==> src/rtl/layer_compositor_pkg.sv <==
// gpu_pkg: shared constants and types for the layer compositor slice.
//   - register word indices (REG_CTRL .. REG_IRQ_EN)
//   - CTRL / STATUS bit positions
//   - cfg_t: the configuration that is double-buffered (shadow/active)
// cfg_t is sized by LAYERS_P / COLOR_WIDTH_P; the module parameters
// LAYERS / COLOR_WIDTH default to these and must be kept equal to them.
package gpu_pkg;

  localparam int LAYERS_P      = 5;
  localparam int COLOR_WIDTH_P = 12;

  localparam int REG_CTRL        = 0;
  localparam int REG_BG_COLOR    = 1;
  localparam int REG_KEY_COLOR   = 2;
  localparam int REG_LAYER_EN    = 3;
  localparam int REG_STATUS      = 4;
  localparam int REG_FRAME_COUNT = 5;
  localparam int REG_IRQ_EN      = 6;

  localparam int CTRL_ENABLE_BIT   = 0;
  localparam int CTRL_COMMIT_BIT   = 1;
  localparam int STATUS_VBLANK_BIT = 0;

  typedef struct packed {
    logic [COLOR_WIDTH_P-1:0] bg;
    logic [COLOR_WIDTH_P-1:0] key;
    logic [LAYERS_P-1:0]      layer_en;
  } cfg_t;

endpackage

==> src/rtl/layer_compositor_if.sv <==
// Register access bus between the AXI-lite controller and the compositor.
// Handshake: wen and ren are single-cycle strobes that are always accepted
// (there is no ready); a read strobed in cycle N returns rdata together with
// a one-cycle rvalid pulse in cycle N+1, and rdata holds between reads.
//   master: drives waddr/wdata/wen/raddr/ren, receives rdata/rvalid
//   slave : the register file side
interface layer_compositor_if #(
  parameter int ADDR_WIDTH = 8,
  parameter int DATA_WIDTH = 32
);
  logic [ADDR_WIDTH-1:0] waddr;
  logic [DATA_WIDTH-1:0] wdata;
  logic                  wen;
  logic [ADDR_WIDTH-1:0] raddr;
  logic                  ren;
  logic [DATA_WIDTH-1:0] rdata;
  logic                  rvalid;

  modport master (
    output waddr, wdata, wen, raddr, ren,
    input  rdata, rvalid
  );

  modport slave (
    input  waddr, wdata, wen, raddr, ren,
    output rdata, rvalid
  );
endinterface

==> src/rtl/layer_compositor_regs.sv <==
// compositor_regs: register file of the layer compositor.
// Holds CTRL (ENABLE, commit_pending), the shadow and active copies of the
// configuration, STATUS.VBLANK, IRQ_EN and the registered read port.
// Ports:
//   clk, rst          clock, synchronous active-high reset
//   bus               register bus (slave side)
//   vsync_fall_i      one-cycle pulse at the vsync falling edge
//   frame_count_i     frame counter value for FRAME_COUNT reads
//   active_o          active configuration used by the pixel mux
//   enable_o          CTRL.ENABLE (not double-buffered)
//   commit_pending_o  commit waiting for the next vsync falling edge
//   irq_o             registered vblank interrupt
module compositor_regs
  import gpu_pkg::*;
#(
  parameter int                     LAYERS      = LAYERS_P,
  parameter int                     COLOR_WIDTH = COLOR_WIDTH_P,
  parameter int                     DATA_WIDTH  = 32,
  parameter int                     ADDR_WIDTH  = 8,
  parameter logic [COLOR_WIDTH-1:0] BG_RESET    = 12'h8CE,
  parameter logic [COLOR_WIDTH-1:0] KEY_RESET   = 12'hFFF
) (
  input  logic                  clk,
  input  logic                  rst,
  layer_compositor_if.slave     bus,
  input  logic                  vsync_fall_i,
  input  logic [DATA_WIDTH-1:0] frame_count_i,
  output cfg_t                  active_o,
  output logic                  enable_o,
  output logic                  commit_pending_o,
  output logic                  irq_o
);

  localparam logic [ADDR_WIDTH-1:0] A_CTRL   = ADDR_WIDTH'(REG_CTRL);
  localparam logic [ADDR_WIDTH-1:0] A_BG     = ADDR_WIDTH'(REG_BG_COLOR);
  localparam logic [ADDR_WIDTH-1:0] A_KEY    = ADDR_WIDTH'(REG_KEY_COLOR);
  localparam logic [ADDR_WIDTH-1:0] A_LEN    = ADDR_WIDTH'(REG_LAYER_EN);
  localparam logic [ADDR_WIDTH-1:0] A_STATUS = ADDR_WIDTH'(REG_STATUS);
  localparam logic [ADDR_WIDTH-1:0] A_FCNT   = ADDR_WIDTH'(REG_FRAME_COUNT);
  localparam logic [ADDR_WIDTH-1:0] A_IRQEN  = ADDR_WIDTH'(REG_IRQ_EN);

  localparam cfg_t CFG_RESET = '{bg: BG_RESET, key: KEY_RESET, layer_en: '1};

  logic            enable_q, enable_d;
  logic            commit_q, commit_d;
  logic            vblank_q, vblank_d;
  logic            irq_en_q, irq_en_d;
  logic            irq_q, irq_d;
  cfg_t            shadow_q, shadow_d;
  cfg_t            active_q, active_d;
  logic [DATA_WIDTH-1:0] rdata_q, rdata_d;
  logic            rvalid_q;

  logic wr_ctrl, wr_bg, wr_key, wr_len, wr_status, wr_irqen;

  assign wr_ctrl   = bus.wen && (bus.waddr == A_CTRL);
  assign wr_bg     = bus.wen && (bus.waddr == A_BG);
  assign wr_key    = bus.wen && (bus.waddr == A_KEY);
  assign wr_len    = bus.wen && (bus.waddr == A_LEN);
  assign wr_status = bus.wen && (bus.waddr == A_STATUS);
  assign wr_irqen  = bus.wen && (bus.waddr == A_IRQEN);

  always_comb begin
    enable_d = enable_q;
    commit_d = commit_q;
    vblank_d = vblank_q;
    irq_en_d = irq_en_q;
    shadow_d = shadow_q;
    active_d = active_q;

    if (wr_ctrl) enable_d = bus.wdata[CTRL_ENABLE_BIT];
    if (wr_bg)   shadow_d.bg       = bus.wdata[COLOR_WIDTH-1:0];
    if (wr_key)  shadow_d.key      = bus.wdata[COLOR_WIDTH-1:0];
    if (wr_len)  shadow_d.layer_en = bus.wdata[LAYERS-1:0];
    if (wr_irqen) irq_en_d = bus.wdata[0];

    // Commit uses the registered shadow, so a shadow write landing on the
    // same edge is held back for the next commit.
    if (vsync_fall_i && commit_q) active_d = shadow_q;
    if (vsync_fall_i) commit_d = 1'b0;
    // A COMMIT write on the edge itself re-arms for the next frame.
    if (wr_ctrl && bus.wdata[CTRL_COMMIT_BIT]) commit_d = 1'b1;

    // W1C first, then set: a new vblank beats a concurrent clear.
    if (wr_status && bus.wdata[STATUS_VBLANK_BIT]) vblank_d = 1'b0;
    if (vsync_fall_i) vblank_d = 1'b1;

    irq_d = vblank_d & irq_en_d;
  end

  // Read mux sees only registered values, so a same-cycle write reads old.
  always_comb begin
    rdata_d = rdata_q;
    if (bus.ren) begin
      rdata_d = '0;
      case (bus.raddr)
        A_CTRL:   rdata_d = DATA_WIDTH'({commit_q, enable_q});
        A_BG:     rdata_d = DATA_WIDTH'(shadow_q.bg);
        A_KEY:    rdata_d = DATA_WIDTH'(shadow_q.key);
        A_LEN:    rdata_d = DATA_WIDTH'(shadow_q.layer_en);
        A_STATUS: rdata_d = DATA_WIDTH'(vblank_q);
        A_FCNT:   rdata_d = frame_count_i;
        A_IRQEN:  rdata_d = DATA_WIDTH'(irq_en_q);
        default:  rdata_d = '0;
      endcase
    end
  end

  always_ff @(posedge clk) begin
    if (rst) begin
      enable_q <= 1'b1;
      commit_q <= 1'b0;
      vblank_q <= 1'b0;
      irq_en_q <= 1'b0;
      irq_q    <= 1'b0;
      shadow_q <= CFG_RESET;
      active_q <= CFG_RESET;
      rdata_q  <= '0;
      rvalid_q <= 1'b0;
    end else begin
      enable_q <= enable_d;
      commit_q <= commit_d;
      vblank_q <= vblank_d;
      irq_en_q <= irq_en_d;
      irq_q    <= irq_d;
      shadow_q <= shadow_d;
      active_q <= active_d;
      rdata_q  <= rdata_d;
      rvalid_q <= bus.ren;
    end
  end

  assign bus.rdata        = rdata_q;
  assign bus.rvalid       = rvalid_q;
  assign active_o         = active_q;
  assign enable_o         = enable_q;
  assign commit_pending_o = commit_q;
  assign irq_o            = irq_q;

  logic unused_wdata;
  assign unused_wdata = ^bus.wdata[DATA_WIDTH-1:COLOR_WIDTH];

endmodule

==> src/rtl/layer_compositor.sv <==
// layer_compositor: merges LAYERS pixel streams into one registered RGB
// output. Layer 0 has the highest priority; a layer pixel equal to the
// active key colour is transparent; background fills the rest.
// Ports:
//   clk, rst        clock, synchronous active-high reset
//   bus             register bus (slave side)
//   layer_pixel_i   flat bus, layer k at [k*COLOR_WIDTH +: COLOR_WIDTH]
//   visible_i       active video
//   vsync_i         VGA vsync, active-low pulse
//   red_o/green_o/blue_o  registered colour, 1 clk after layer_pixel_i
//   irq_o           vblank interrupt
//   frame_count_o   frames completed (vsync falling edges)
//   commit_pending_o  debug view of the pending commit
module layer_compositor
  import gpu_pkg::*;
#(
  parameter int                     LAYERS      = LAYERS_P,
  parameter int                     COLOR_WIDTH = COLOR_WIDTH_P,
  parameter int                     DATA_WIDTH  = 32,
  parameter int                     ADDR_WIDTH  = 8,
  parameter logic [COLOR_WIDTH-1:0] BG_RESET    = 12'h8CE,
  parameter logic [COLOR_WIDTH-1:0] KEY_RESET   = 12'hFFF
) (
  input  logic                          clk,
  input  logic                          rst,
  layer_compositor_if.slave             bus,
  input  logic [LAYERS*COLOR_WIDTH-1:0] layer_pixel_i,
  input  logic                          visible_i,
  input  logic                          vsync_i,
  output logic [COLOR_WIDTH/3-1:0]      red_o,
  output logic [COLOR_WIDTH/3-1:0]      green_o,
  output logic [COLOR_WIDTH/3-1:0]      blue_o,
  output logic                          irq_o,
  output logic [DATA_WIDTH-1:0]         frame_count_o,
  output logic                          commit_pending_o
);

  localparam int CW3 = COLOR_WIDTH / 3;

  logic                   last_vsync_q;
  logic                   vsync_fall;
  logic [DATA_WIDTH-1:0]  frame_count_q, frame_count_d;
  logic [COLOR_WIDTH-1:0] pix_q, pix_d;
  cfg_t                   active;
  logic                   enable;

  assign vsync_fall    = last_vsync_q & ~vsync_i;
  assign frame_count_d = vsync_fall ? frame_count_q + 1'b1 : frame_count_q;

  compositor_regs #(
    .LAYERS      (LAYERS),
    .COLOR_WIDTH (COLOR_WIDTH),
    .DATA_WIDTH  (DATA_WIDTH),
    .ADDR_WIDTH  (ADDR_WIDTH),
    .BG_RESET    (BG_RESET),
    .KEY_RESET   (KEY_RESET)
  ) u_regs (
    .clk              (clk),
    .rst              (rst),
    .bus              (bus),
    .vsync_fall_i     (vsync_fall),
    .frame_count_i    (frame_count_q),
    .active_o         (active),
    .enable_o         (enable),
    .commit_pending_o (commit_pending_o),
    .irq_o            (irq_o)
  );

  // Scan from lowest priority upward so the lowest opaque enabled index
  // is the last assignment and wins.
  always_comb begin
    pix_d = active.bg;
    for (int k = LAYERS - 1; k >= 0; k--) begin
      if (active.layer_en[k] &&
          (layer_pixel_i[k*COLOR_WIDTH +: COLOR_WIDTH] != active.key)) begin
        pix_d = layer_pixel_i[k*COLOR_WIDTH +: COLOR_WIDTH];
      end
    end
    if (!enable)    pix_d = active.bg;
    if (!visible_i) pix_d = '0;
  end

  always_ff @(posedge clk) begin
    if (rst) begin
      last_vsync_q  <= 1'b1;
      frame_count_q <= '0;
      pix_q         <= '0;
    end else begin
      last_vsync_q  <= vsync_i;
      frame_count_q <= frame_count_d;
      pix_q         <= pix_d;
    end
  end

  assign red_o         = pix_q[COLOR_WIDTH-1 -: CW3];
  assign green_o       = pix_q[2*CW3-1 -: CW3];
  assign blue_o        = pix_q[CW3-1:0];
  assign frame_count_o = frame_count_q;

endmodule
==> src/flat_wrapper.sv <==
// flat-port wrapper written by rule: the top's interface ports become plain ports
module layer_compositor_flat import gpu_pkg::*;
#(
  parameter int                     LAYERS      = LAYERS_P,
  parameter int                     COLOR_WIDTH = COLOR_WIDTH_P,
  parameter int                     DATA_WIDTH  = 32,
  parameter int                     ADDR_WIDTH  = 8,
  parameter logic [COLOR_WIDTH-1:0] BG_RESET    = 12'h8CE,
  parameter logic [COLOR_WIDTH-1:0] KEY_RESET   = 12'hFFF
)
  (clk, rst, layer_pixel_i, visible_i, vsync_i, red_o, green_o, blue_o, irq_o, frame_count_o, commit_pending_o, bus_waddr, bus_wdata, bus_wen, bus_raddr, bus_ren, bus_rdata, bus_rvalid);
  layer_compositor_if #(.ADDR_WIDTH(ADDR_WIDTH), .DATA_WIDTH(DATA_WIDTH)) bus_i ();
  input  logic clk;
  input  logic rst;
  input  logic [LAYERS*COLOR_WIDTH-1:0] layer_pixel_i;
  input  logic visible_i;
  input  logic vsync_i;
  output logic [COLOR_WIDTH/3-1:0] red_o;
  output logic [COLOR_WIDTH/3-1:0] green_o;
  output logic [COLOR_WIDTH/3-1:0] blue_o;
  output logic irq_o;
  output logic [DATA_WIDTH-1:0] frame_count_o;
  output logic commit_pending_o;
  input wire logic [$bits(bus_i.waddr)-1:0] bus_waddr;
  input wire logic [$bits(bus_i.wdata)-1:0] bus_wdata;
  input wire logic [$bits(bus_i.wen)-1:0] bus_wen;
  input wire logic [$bits(bus_i.raddr)-1:0] bus_raddr;
  input wire logic [$bits(bus_i.ren)-1:0] bus_ren;
  output wire logic [$bits(bus_i.rdata)-1:0] bus_rdata;
  output wire logic [$bits(bus_i.rvalid)-1:0] bus_rvalid;
  assign bus_i.waddr = bus_waddr;
  assign bus_i.wdata = bus_wdata;
  assign bus_i.wen = bus_wen;
  assign bus_i.raddr = bus_raddr;
  assign bus_i.ren = bus_ren;
  assign bus_rdata = bus_i.rdata;
  assign bus_rvalid = bus_i.rvalid;
  layer_compositor #(.LAYERS(LAYERS), .COLOR_WIDTH(COLOR_WIDTH), .DATA_WIDTH(DATA_WIDTH), .ADDR_WIDTH(ADDR_WIDTH), .BG_RESET(BG_RESET), .KEY_RESET(KEY_RESET)) u_core (.clk(clk), .rst(rst), .bus(bus_i), .layer_pixel_i(layer_pixel_i), .visible_i(visible_i), .vsync_i(vsync_i), .red_o(red_o), .green_o(green_o), .blue_o(blue_o), .irq_o(irq_o), .frame_count_o(frame_count_o), .commit_pending_o(commit_pending_o));
endmodule
==> config.mk <==
export PLATFORM = sky130hd
export DESIGN_NAME = layer_compositor_flat
export DESIGN_NICKNAME = d
export VERILOG_FILES = /design/src/rtl/layer_compositor_pkg.sv /design/src/rtl/layer_compositor_if.sv /design/src/rtl/layer_compositor_regs.sv /design/src/rtl/layer_compositor.sv /design/src/flat_wrapper.sv
export SDC_FILE = /design/constraint.sdc
export NUM_CORES = 1
export LEC_CHECK = 0
export ABC_AREA = 1
export BUFFER_PORTS_ARGS = -buffer_cell sky130_fd_sc_hd__buf_2
export CAP_MARGIN = 20
export CORE_MARGIN = 8
export CORE_UTILIZATION = 45
export CTS_CLUSTER_DIAMETER = 200
export DETAILED_ROUTE_END_ITERATION = 7
export GPL_TIMING_DRIVEN = 0
export PLACE_DENSITY = 0.67
export SYNTH_ARGS = -nofsm -noshare
export SYNTH_HDL_FRONTEND = slang
export SYNTH_SLANG_ARGS = --single-unit
==> constraint.sdc <==
create_clock -name clk -period 3.1 [get_ports clk]
set_input_delay 0.155 -clock clk [delete_from_list [all_inputs] [get_ports clk]]
set_output_delay 0.155 -clock clk [all_outputs]
set_load 0.01 [all_outputs]
==> qor.txt, run 1 <==
==========================================================================================
Power after layout                                                                 4300 uW
Share of the synthesized area in the top cell type                                   37.1%
Number of buffer cells added on primary ports                                          170
Die boundary width                                                                  146 um
Critical path required time                                                        3400 ps
Compound-Gate Fraction of Synth Area                                                 14.6%
Max-cap viol count                                                                       0
Crit Path Max Fanout                                                                    10
Number of sinks handled by clock tree synthesis                                        141
Root Buffer                                                                   sky130_fd_sc_hd__clkbuf_16
Least-Margin Pin Slew                                                               628 ps
Simple logic cell fraction of the synthesized area                                   29.8%
Class of the most critical setup path                                         primary input to register
Finished Cell Area                                                              9390 sq um
Async SR Flop Fraction                                                                  0%
Gate family responsible for the most delay along the worst path               buffers and inverters
Run status                                                                       completed
Most common library cell in the layout ignoring fill and taps                 sky130_fd_sc_hd__nand2_1
Worst path buffer plus inverter count                                                    5
Post-CTS Setup Inserts                                                                   0
Count of warnings emitted by yosys                                                       0
Endpoint arrival time on the critical path                                         2440 ps
Setup slack, reg-to-reg                                                            1070 ps
Aggregate global-route resource usage                                                24.0%
Worst min-delay path category                                                 primary input to register
Yosys cell types                                                                        41
Total vias in the final route                                                        8,015
Routability congestion estimate                                                      0.939
Worst VDD drop                                                                    0.406 mV
Relative slew margins                                                                58.0%
Share of the cycle needed by the critical path after routing                         69.1%
Leading register cell type out of synthesis                                   sky130_fd_sc_hd__dfxtp_1
Number of antenna diodes                                                                 0
Average instance area after synthesis                                           6.74 sq um
Count of routing violations after the opening detailed-route iteration                 596
Share of layout cells above drive strength 1                                         19.8%
Maximum single-stage delay on the critical path                                     570 ps
Setup violation total in the final timing report                                         0
Number of nets still failing antenna checks after routing                                0
CP cell instances                                                             dlygate4sd3_1, buf_2, inv_2, nand2_1, nor2_1, inv_1, clkbuf_1, o21ai_0, a21oi_1
#FFs+latches synth                                                                     141
Final setup skew                                                                   7.83 ps
Post-synthesis instance area                                                    7610 sq um
Power density over the cells                                                   458 nW/um^2
Initial cell density of the core                                                     45.9%
Combinational family with the most area after synthesis                       simple AND/OR/NAND/NOR gates
RR Startpoint                                                                 u_core.frame_count_o[1]
Insertion delay of the later-clocked pin in the worst-skew pair                     430 ps
Share of synthesized cell area in full adder, half adder and majority cells         0.164%
Setup slack at placement                                                           1080 ps
Buffers from clock root to sink, at most                                                 2
Post-synthesis share of cell area spent on xor and xnor gates                        6.45%
Top post-synthesis cells by area                                              sky130_fd_sc_hd__dfxtp_1, sky130_fd_sc_hd__nand2_1, sky130_fd_sc_hd__inv_1
Initial antenna violation count                                                          0
Setup crit end kind                                                               register
Startpoint types                                                              primary input
CP startpoint                                                                      vsync_i
RSZ-0062 raised after global routing                                                 false
Placed inst area                                                                8730 sq um
Global-route wire length before repair                                             41.0 mm
Die area                                                                      21,300 sq um
Smallest setup slack after layout                                                   957 ps
Wire per inst                                                                      16.4 um
Number of pins with negative max-slew slack in the final report                          0
Residual overflow from global routing                                                    0
Number of optimization iterations in the first detailed-route pass                       5
DIE HEIGHT                                                                          146 um
Proportion of synthesized chip area in sequential cells                              37.1%
Final core area utilization                                                          56.6%
HPWL Detailed                                                                      20.2 mm
Total Nets Final                                                                     1,437
Number of vias per cell                                                               5.15
Number of clock buffers inserted by TritonCTS                                           17
Remaining design rule violation count                                                    0
Largest net degree at the start of global routing                                       17
Worst Min Path Start                                                          bus_wdata[10]
Area growth syn-to-layout                                                            23.5%
Mux contribution to synthesized area                                                    0%
Cell taking the most area after synthesis                                     sky130_fd_sc_hd__dfxtp_1
Commonest non-fill, non-tap cells in the layout                               sky130_fd_sc_hd__nand2_1, sky130_fd_sc_hd__buf_2, sky130_fd_sc_hd__dfxtp_1
Vias in the first global route                                                       7,819
Top-level port count                                                                   193
Post-layout minimum cycle time                                                     2140 ps
Post-cts gate resize count                                                               0
Standard cell core area                                                       16,600 sq um
CTS tree                                                                              done
Cell with the largest stage delay on the worst path                           sky130_fd_sc_hd__nor2_1
H-tree depth                                                                             4
Final setup TNS                                                                       0 ps
Routed wire length                                                                 25.5 mm
Final count of hold timing violations                                                    0
Synth Net Count                                                                      1,244
Register clock-pin slew on the reported worst setup and hold paths                   60 ps
FP Rows                                                                                 47
Post-Syn Instances                                                                   1,129
Number of synthesized flops with an enable pin                                           0
Leak pwr                                                                        0.00456 uW
Top achievable clock speed                                                         467 MHz
==========================================================================================
## flip-flops by register name, indices dropped and copies added (netlist names)
register	flops
u_core.frame_count_o	32
u_core.u_regs.bus.rdata	32
u_core.u_regs.active_o	29
u_core.u_regs.shadow_q	29
u_core.pix_q	12
u_core.last_vsync_q	1
u_core.u_regs.bus.rvalid	1
u_core.u_regs.commit_pending_o	1
u_core.u_regs.enable_o	1
u_core.u_regs.irq_en_q	1
u_core.u_regs.irq_o	1
u_core.u_regs.vblank_q	1
## cells by family (layout without fill, tap and decap cells)
logic type      count (synthesis)  after routing
compound gates                190            190
xor+xnor                       56             56
fa+ha+maj                       1              1
buf+inv                       227            433
flops                         141            141
simple gates                  514            514
## final timing paths
path	endpoint	cells past startpoint
max	u_core.u_regs.active_o[27]	9
min	u_core.u_regs.shadow_q[27]	3
max reg2reg	u_core.frame_count_o[30]	10
min reg2reg	u_core.u_regs.bus.rdata[9]	2
## tightest hold or removal path, stage by stage
cell and delay [ps]:
sky130_fd_sc_hd__buf_2 80, sky130_fd_sc_hd__inv_1 50, sky130_fd_sc_hd__a21oi_1 120
## power by group
group          leakage [uW]  internal [uW]  switching (uW)
clock              0.000293           1310             802
combinational       0.00312            132             200
sequential          0.00114           1840            12.6
## what timing repair did
item                       4_1_cts  5_1_grt
setup endpoints to repair        0        0
hold endpoints to repair         4        0
hold buffers                     4        0
## synth_stat cells, types with 2 or more instances
master and instances:
sky130_fd_sc_hd__a21oi_1 69, sky130_fd_sc_hd__a21oi_2 5, sky130_fd_sc_hd__a31oi_1 3, sky130_fd_sc_hd__buf_1 2
sky130_fd_sc_hd__buf_2 21, sky130_fd_sc_hd__buf_4 6, sky130_fd_sc_hd__clkbuf_1 32, sky130_fd_sc_hd__clkinv_1 29
sky130_fd_sc_hd__dfxtp_1 141, sky130_fd_sc_hd__inv_1 121, sky130_fd_sc_hd__inv_2 15, sky130_fd_sc_hd__nand2_1 314
sky130_fd_sc_hd__nand2_2 2, sky130_fd_sc_hd__nand3_1 74, sky130_fd_sc_hd__nand3_2 3, sky130_fd_sc_hd__nand3b_1 9
sky130_fd_sc_hd__nand4_1 18, sky130_fd_sc_hd__nor2_1 52, sky130_fd_sc_hd__nor2_2 2, sky130_fd_sc_hd__nor3_1 24
sky130_fd_sc_hd__nor4_1 6, sky130_fd_sc_hd__o211ai_1 47, sky130_fd_sc_hd__o21ai_0 48, sky130_fd_sc_hd__o21ai_1 6
sky130_fd_sc_hd__o22ai_1 9, sky130_fd_sc_hd__o31ai_1 2, sky130_fd_sc_hd__xnor2_1 33, sky130_fd_sc_hd__xor2_1 23
## metrics by stage
step / hold slack (ps) / std cells
after floorplan: 237 / 1129
after detailed placement: 343 / 1519
final: 12.9 / 1555
after CTS: 3.49 / 1555
after global placement: 340 / 1519
after global routing: 33.4 / 1555
## cell type report
class                           count  area (sq um)
Clock buffer                       20           457
Timing Repair Buffer              174           891
Sequential cell                   141          2820
Buffer                             61           278
Fill cell                        1664          7190
Clock inverter                     12           161
Tap cell                          220           275
Inverter                          166           624
Multi-Input combinational cell    761          3880
## metal layers
metal | part of all wire [%] | vias to the layer above | global-route usage, % | routed length, um
li1 | - | 4022 | - | -
met1 | 45 | 3618 | 31.0 | 11400
met2 | 45 | 328 | 38.1 | 11400
met3 | 7.9 | 47 | 5.56 | 2020
met4 | 2.7 | 0 | 9.07 | 681
met5 | 0 | - | 0 | 0
Power figures use the tool's default switching activity.
==> run 2: changes to the inputs <==
--- a/config.mk
+++ b/config.mk
@@ -13,7 +13,7 @@
 export CTS_CLUSTER_DIAMETER = 200
 export DETAILED_ROUTE_END_ITERATION = 7
 export GPL_TIMING_DRIVEN = 0
-export PLACE_DENSITY = 0.67
+export PLACE_DENSITY = 0.7
 export SYNTH_ARGS = -nofsm -noshare
 export SYNTH_HDL_FRONTEND = slang
 export SYNTH_SLANG_ARGS = --single-unit
==> constraint.sdc (replaced) <==
create_clock -name clk -period 1.8 [get_ports clk]
set_input_delay 0.09 -clock clk [delete_from_list [all_inputs] [get_ports clk]]
set_output_delay 0.09 -clock clk [all_outputs]
set_load 0.01 [all_outputs]
==> run 2 against run 1 <==
The run now ends with negative setup slack left. Sequential power grew 72%. Critical path depth grew 5. Clock-buffer cell count decreased by 2. Clock power is 71% higher. Critical path type is now register to register. Critical endpoint is now u_core.pix_q[9]. Utilization rose by 5.3 points. Design area is 9.3% higher. Routed wire length rose by 5.4%. Global-route usage rose by 0.42 points. Combinational power grew 88%. Cell count up 2.3%. Die area unchanged. Highest routed layer unchanged.
==> qor.txt, run 2 (same netlist as run 1, synthesis figures left out) <==
=====================================================================================
Run status                                                               finished with violations
Failing checks                                                           negative setup slack
Standard cell core area                                                  16,600 sq um   unchanged
H-tree depth                                                                        4   unchanged
Top achievable clock speed                                                    525 MHz
Power density over the cells                                              723 nW/um^2   +58%
Final core area utilization                                                     61.9%   +5.3 points
Top-level port count                                                              193   unchanged
Met1 demand-to-capacity share in global routing                                 30.9%   -0.18 points
Worst VDD drop                                                               0.681 mV   +68%
Final count of hold timing violations                                               0   unchanged
GR met2 Demand/Resource                                                         38.7%   +0.53 points
HPWL Detailed                                                                 20.1 mm   -0.26%
Fraction of power consumed by sequential logic                                  42.9%   -0.2 points
Number of sinks handled by clock tree synthesis                                   141   unchanged
Worst min-delay path category                                            primary input to register
Count of routing violations after the opening detailed-route iteration            551   -7.6%
Residual overflow from global routing                                               0   unchanged
Relative slew margins                                                           55.7%   -2.2 points
FP Rows                                                                            47   unchanged
Switch Pwr                                                                    1800 uW   +77%
Critical path required time                                                   2160 ps   -1240 ps
Total vias in the final route                                                   8,367   +4.4%
Routability congestion estimate                                                 0.918   -2.2%
Startpoint types                                                             register
Routed wire length                                                            26.9 mm   +5.4%
Placed Cells incl. Taps                                                         1,519   unchanged
Smallest setup slack after layout                                             -104 ps   -1060 ps
CTS tree                                                                         done
Largest net degree at the start of global routing                                  17   unchanged
Combinational power share                                                        8.4%   +0.7 points
Buffers from clock root to sink, at most                                            2   unchanged
Crit Path Max Fanout                                                                5   -5
Final setup skew                                                              9.80 ps   +1.97 ps
Number of vias per cell                                                          5.26   +2.0%
Vias in the first global route                                                  7,869   +0.64%
Number of clock buffers inserted by TritonCTS                                      17   unchanged
Switching part of the total power                                               24.2%   +0.62 points
DIE HEIGHT                                                                     146 um   unchanged
RSZ-0062 raised after global routing                                             true
Wire per inst                                                                 16.9 um   +3.0%
Final setup TNS                                                               -758 ps   -758 ps
GR Layer Usage met3                                                             5.93%   +0.37 points
Root Buffer                                                              sky130_fd_sc_hd__clkbuf_16
Number of pins with negative max-slew slack in the final report                     0   unchanged
Global-route wire length before repair                                        41.5 mm   +1.3%
Most common library cell in the layout ignoring fill and taps            sky130_fd_sc_hd__nand2_1
Number of optimization iterations in the first detailed-route pass                  5   unchanged
Post-route insts no fill                                                        1,591   +2.3%
Endpoint arrival time on the critical path                                    2260 ps   -180 ps
Total Nets Final                                                                1,473   +2.5%
Number of nets still failing antenna checks after routing                           0   unchanged
Setup violation total in the final timing report                                   12   +12
Internal power consumption                                                    5620 uW   +71%
Worst Hold Margin                                                             14.3 ps   +1.41 ps
Max-cap viol count                                                                  0   unchanged
Leak pwr                                                                   0.00486 uW   +6.5%
Initial cell density of the core                                                45.9%   unchanged
Initial antenna violation count                                                     0   unchanged
Class of the most critical setup path                                    register to register
Die area                                                                 21,300 sq um   unchanged
Post-layout minimum cycle time                                                1900 ps
GR peak layer                                                                    met2
Insertion delay of the later-clocked pin in the worst-skew pair                430 ps   about the same
Die boundary width                                                             146 um   unchanged
Area growth syn-to-layout                                                       35.0%
Aggregate global-route resource usage                                           24.4%   +0.42 points
Commonest non-fill, non-tap cells in the layout                          sky130_fd_sc_hd__nand2_1, sky130_fd_sc_hd__buf_2, sky130_fd_sc_hd__dfxtp_1
Remaining design rule violation count                                               0   unchanged
Setup crit end kind                                                          register
Number of antenna diodes                                                            0   unchanged
Register clock-pin slew on the reported worst setup and hold paths              60 ps   about the same
Proportion of power drawn by the clock network                                  48.7%   -0.5 points
Share of the cycle needed by the critical path after routing                     106%
Number of buffer cells added on primary ports                                     170   unchanged
Least-Margin Pin Slew                                                          664 ps   +35.6 ps
Share of layout cells above drive strength 1                                    28.4%   +8.7 points
=====================================================================================
## run 2: worst max-delay path: stages, from the launching register on
cell and delay (ps):
sky130_fd_sc_hd__dfxtp_2 320, sky130_fd_sc_hd__buf_6 130, sky130_fd_sc_hd__buf_4 150, sky130_fd_sc_hd__xnor2_2 160, sky130_fd_sc_hd__nand2_1 70, sky130_fd_sc_hd__nor2_1 80, sky130_fd_sc_hd__nand3_1 110, sky130_fd_sc_hd__nand2_2 160
sky130_fd_sc_hd__buf_6 170, sky130_fd_sc_hd__nand3_2 110, sky130_fd_sc_hd__nand3_1 100, sky130_fd_sc_hd__nand2_1 60, sky130_fd_sc_hd__nand2_1 70, sky130_fd_sc_hd__nand2_1 60, sky130_fd_sc_hd__a21oi_2 100
## run 2: worst paths after layout
check / from / end / slack [ps] / depth (start not counted)
worst min-delay path: bus_wdata[3] / u_core.u_regs.shadow_q[8] / 10 / 3
worst max-delay path: u_core.u_regs.active_o[13] / u_core.pix_q[9] / -100 / 14
worst max register to register: u_core.u_regs.active_o[13] / u_core.pix_q[9] / -100 / 14
worst min register to register: u_core.u_regs.bus.rdata[4] / u_core.u_regs.bus.rdata[4] / 460 / 2
## run 2: what timing repair did
action	in CTS	in global routing
gates resized for setup	86	86
hold endpoints to repair	23	0
hold buffers	13	0
endpoints found under the setup margin	25	33
pin swaps	43	52
buffers inserted	11	11
gates cloned	5	2
## run 2: stage by stage
step,area [sq um],power [uW],setup slack (ps)
after floorplan,7610,3550,117
after global placement,8730,3810,-172
after detailed placement,8730,3810,-170
after CTS,9840,7410,-53.6
after global routing,10300,7660,-215
final,10300,7420,-104
## run 2: power groups by stage
| stage | sequential, uW | combinational (uW) | clock (uW) |
|---|---|---|---|
| after floorplan | 3270 | 280 | 0 |
| after global placement | 3250 | 556 | 0 |
| after detailed placement | 3250 | 557 | 0 |
| after CTS | 3190 | 590 | 3630 |
| after global routing | 3190 | 685 | 3790 |
| final | 3180 | 623 | 3610 |
## run 2: layout make-up
cell class / instances / area (sq um)
Buffer: 59 / 364
Clock buffer: 18 / 439
Clock inverter: 14 / 168
Fill cell: 1540 / 6320
Inverter: 166 / 652
Multi-Input combinational cell: 761 / 4310
Sequential cell: 141 / 2850
Tap cell: 220 / 275
Timing Repair Buffer: 212 / 1220
## run 2: per-layer routing
| metal | wire, um | share of wire, % |
|---|---|---|
| met1 | 11600 | 43 |
| met2 | 12200 | 45 |
| met3 | 2060 | 7.7 |
| met4 | 982 | 3.6 |
| met5 | 0 | 0 |
==> run 3: changes to the inputs <==
--- a/config.mk
+++ b/config.mk
@@ -12,8 +12,9 @@
 export CORE_UTILIZATION = 45
 export CTS_CLUSTER_DIAMETER = 200
 export DETAILED_ROUTE_END_ITERATION = 7
+export GPL_ROUTABILITY_DRIVEN = 1
 export GPL_TIMING_DRIVEN = 0
-export PLACE_DENSITY = 0.7
+export PLACE_DENSITY = 0.67
 export SYNTH_ARGS = -nofsm -noshare
 export SYNTH_HDL_FRONTEND = slang
 export SYNTH_SLANG_ARGS = --single-unit
==> constraint.sdc (replaced) <==
create_clock -name clk -period 1.9 [get_ports clk]
set_input_delay 0.095 -clock clk [delete_from_list [all_inputs] [get_ports clk]]
set_output_delay 0.095 -clock clk [all_outputs]
set_load 0.01 [all_outputs]
==> run 3 against run 2 <==
The flow still finishes with violations (negative setup slack). Routed wire length is 3.1% lower. Sequential power is 5% lower. Clock skew is 1.0 ps lower. Clock power is 4% lower. Clock-buffer cell count is 2 higher.
==> qor.txt, run 3 (same netlist as run 1, synthesis figures left out) <==
=====================================================================================
Run status                                                               finished with violations
Failing checks                                                           negative setup slack
Final setup skew                                                              8.78 ps   -1.02 ps
HPWL Detailed                                                                 20.2 mm   +0.26%
Share of the cycle needed by the critical path after routing                     103%   -3.0 points
Power density over the cells                                              716 nW/um^2   -0.96%
Smallest setup slack after layout                                            -53.2 ps   +50.8 ps
Residual overflow from global routing                                               0   unchanged
Number of vias per cell                                                          5.18   -1.4%
Number of nets still failing antenna checks after routing                           0   unchanged
Initial antenna violation count                                                     0   unchanged
Placed inst area                                                           8730 sq um   unchanged
FP Rows                                                                            47   unchanged
Number of antenna diodes                                                            0   unchanged
Crit Path Max Fanout                                                                6   +1
DIE HEIGHT                                                                     146 um   unchanged
Endpoint arrival time on the critical path                                    2240 ps   -20 ps
Top-level port count                                                              193   unchanged
CP startpoint                                                            u_core.u_regs.active_o[11]
Die area                                                                 21,300 sq um   unchanged
Final setup TNS                                                               -297 ps   +461 ps
Worst VDD drop                                                               0.661 mV   -3.0%
Cell with the largest stage delay on the worst path                      sky130_fd_sc_hd__dfxtp_1
Register clock-pin slew on the reported worst setup and hold paths              60 ps   about the same
Top achievable clock speed                                                    512 MHz   -2.5%
CP cell instances                                                        clkbuf_4, xor2_1, nor3_2, nand3b_1, nand2_2, buf_6, nand3_2, nand2_2, nand2_2, nand2_2, a21oi_2
Worst min-delay path category                                            primary input to register
Setup violation total in the final timing report                                   10   -2
Aggregate global-route resource usage                                           24.0%   -0.35 points
Setup crit end kind                                                          register
Standard cell core area                                                  16,600 sq um   unchanged
Finished Cell Area                                                         9840 sq um   -4.2%
Relative slew margins                                                           56.6%   +0.87 points
Die boundary width                                                             146 um   unchanged
Critical path required time                                                   2180 ps   +20 ps
Post-layout minimum cycle time                                                1950 ps   +49.2 ps
Number of pins with negative max-slew slack in the final report                     0   unchanged
Commonest non-fill, non-tap cells in the layout                          sky130_fd_sc_hd__nand2_1, sky130_fd_sc_hd__buf_2, sky130_fd_sc_hd__dfxtp_1
Max-cap viol count                                                                  0   unchanged
Number of clock buffers inserted by TritonCTS                                      17   unchanged
Insertion delay of the later-clocked pin in the worst-skew pair                430 ps   about the same
RR Startpoint                                                            u_core.u_regs.active_o[11]
Maximum single-stage delay on the critical path                                290 ps   -30 ps
Worst Min Path Start                                                     bus_wdata[2]
Least-Margin Pin Slew                                                          651 ps   -13.0 ps
Initial cell density of the core                                                45.9%   unchanged
Number of buffer cells added on primary ports                                     170   unchanged
Routed wire length                                                            26.1 mm   -3.1%
Number of optimization iterations in the first detailed-route pass                  5   unchanged
Vias in the first global route                                                  7,869   unchanged
Wire per inst                                                                 16.6 um   -2.0%
RSZ-0062 raised after global routing                                             true
CTS tree                                                                         done
Final count of hold timing violations                                               0   unchanged
Root Buffer                                                              sky130_fd_sc_hd__clkbuf_16
Most common library cell in the layout ignoring fill and taps            sky130_fd_sc_hd__nand2_1
Global-route wire length before repair                                        41.1 mm   -0.90%
Cell mode on critical path                                               sky130_fd_sc_hd__nand2_2
Count of routing violations after the opening detailed-route iteration            547   -0.73%
Area growth syn-to-layout                                                       29.3%
Leak pwr                                                                   0.00472 uW   -2.9%
Class of the most critical setup path                                    register to register
Largest net degree at the start of global routing                                  17   unchanged
Number of sinks handled by clock tree synthesis                                   141   unchanged
Share of layout cells above drive strength 1                                    24.5%   -3.9 points
Routability congestion estimate                                                 0.939   +2.3%
Total vias in the final route                                                   8,161   -2.5%
Buffers from clock root to sink, at most                                            2   unchanged
H-tree depth                                                                        4   unchanged
Remaining design rule violation count                                               0   unchanged
Total Nets Final                                                                1,456   -1.2%
Startpoint types                                                             register
=====================================================================================
==> run 3: cell types whose count changed in the layout (fill, tap and decap cells not counted), sizes merged <==
cell	change
clkbuf	+5
clkinv	-2
buf	-19
dlygate4sd3	-1
==> run 3: what timing repair did <==
item                                    in CTS  in global routing
hold buffers                                12                  0
gates cloned                                 0                  2
pin swaps                                    1                 30
gates resized for setup                     15                 78
endpoints found under the setup margin      15                 29
buffers inserted                             1                  8
hold endpoints to repair                    19                  0
==> run 3: metal layers <==
metal | GRT usage, % | vias up | part of all wire [%]
met5 | 0 | - | 0
met4 | 9.48 | 0 | 2.7
met3 | 5.44 | 49 | 7.1
met1 | 31.1 | 3697 | 45
li1 | - | 4064 | -
met2 | 38.1 | 351 | 45
==> run 3: path summary, 6_finish.rpt <==
kind         slack, ps                          to  cells past startpoint
max reg2reg        -50             u_core.pix_q[6]                     11
min reg2reg        460  u_core.u_regs.bus.rdata[9]                      2
max                -50             u_core.pix_q[6]                     11
min                  4   u_core.u_regs.shadow_q[7]                      3
==> run 3: cell type report <==
| cell class | count | area [sq um] |
|---|---|---|
| Tap cell | 220 | 275 |
| Sequential cell | 141 | 2830 |
| Clock buffer | 20 | 457 |
| Inverter | 166 | 634 |
| Clock inverter | 12 | 161 |
| Fill cell | 1602 | 6740 |
| Multi-Input combinational cell | 761 | 4070 |
| Timing Repair Buffer | 193 | 1060 |
| Buffer | 61 | 347 |
==> run 3: report_power, final <==
group / switching (uW) / total, uW / leakage (uW) / internal (uW)
sequential: 20.6 / 3020 / 0.00114 / 3000
clock: 1310 / 3450 / 0.000293 / 2140
combinational: 340 / 572 / 0.00328 / 232
total: 1670 / 7040 / 0.00472 / 5370
==> run 3: through the flow <==
| stage | utilization, % | setup WS (ps) | power, uW | std cells | hold WS (ps) |
|---|---|---|---|---|---|
| 2_1_floorplan | - | 217 | 3360 | 1129 | 177 |
| 3_3_place_gp | 52.7 | -86.6 | 3610 | 1519 | 280 |
| 3_5_place_dp | 52.7 | -113 | 3610 | 1519 | 283 |
| 4_1_cts | 57.4 | 2.49 | 7060 | 1564 | 0.135 |
| 5_1_grt | 59.3 | -174 | 7280 | 1574 | 22.4 |
| 6_report | 59.3 | -53.2 | 7040 | 1574 | 3.82 |
==> run 3: worst max-delay path, delay by kind of cell, from the launching register on <==
kind | cells | cell delay, ps
buffers and inverters | 2 | 340
AND/OR/NAND/NOR | 7 | 940
XOR/XNOR | 1 | 200
AO/OA/AOI/OAI | 1 | 40
flip-flops | 1 | 290
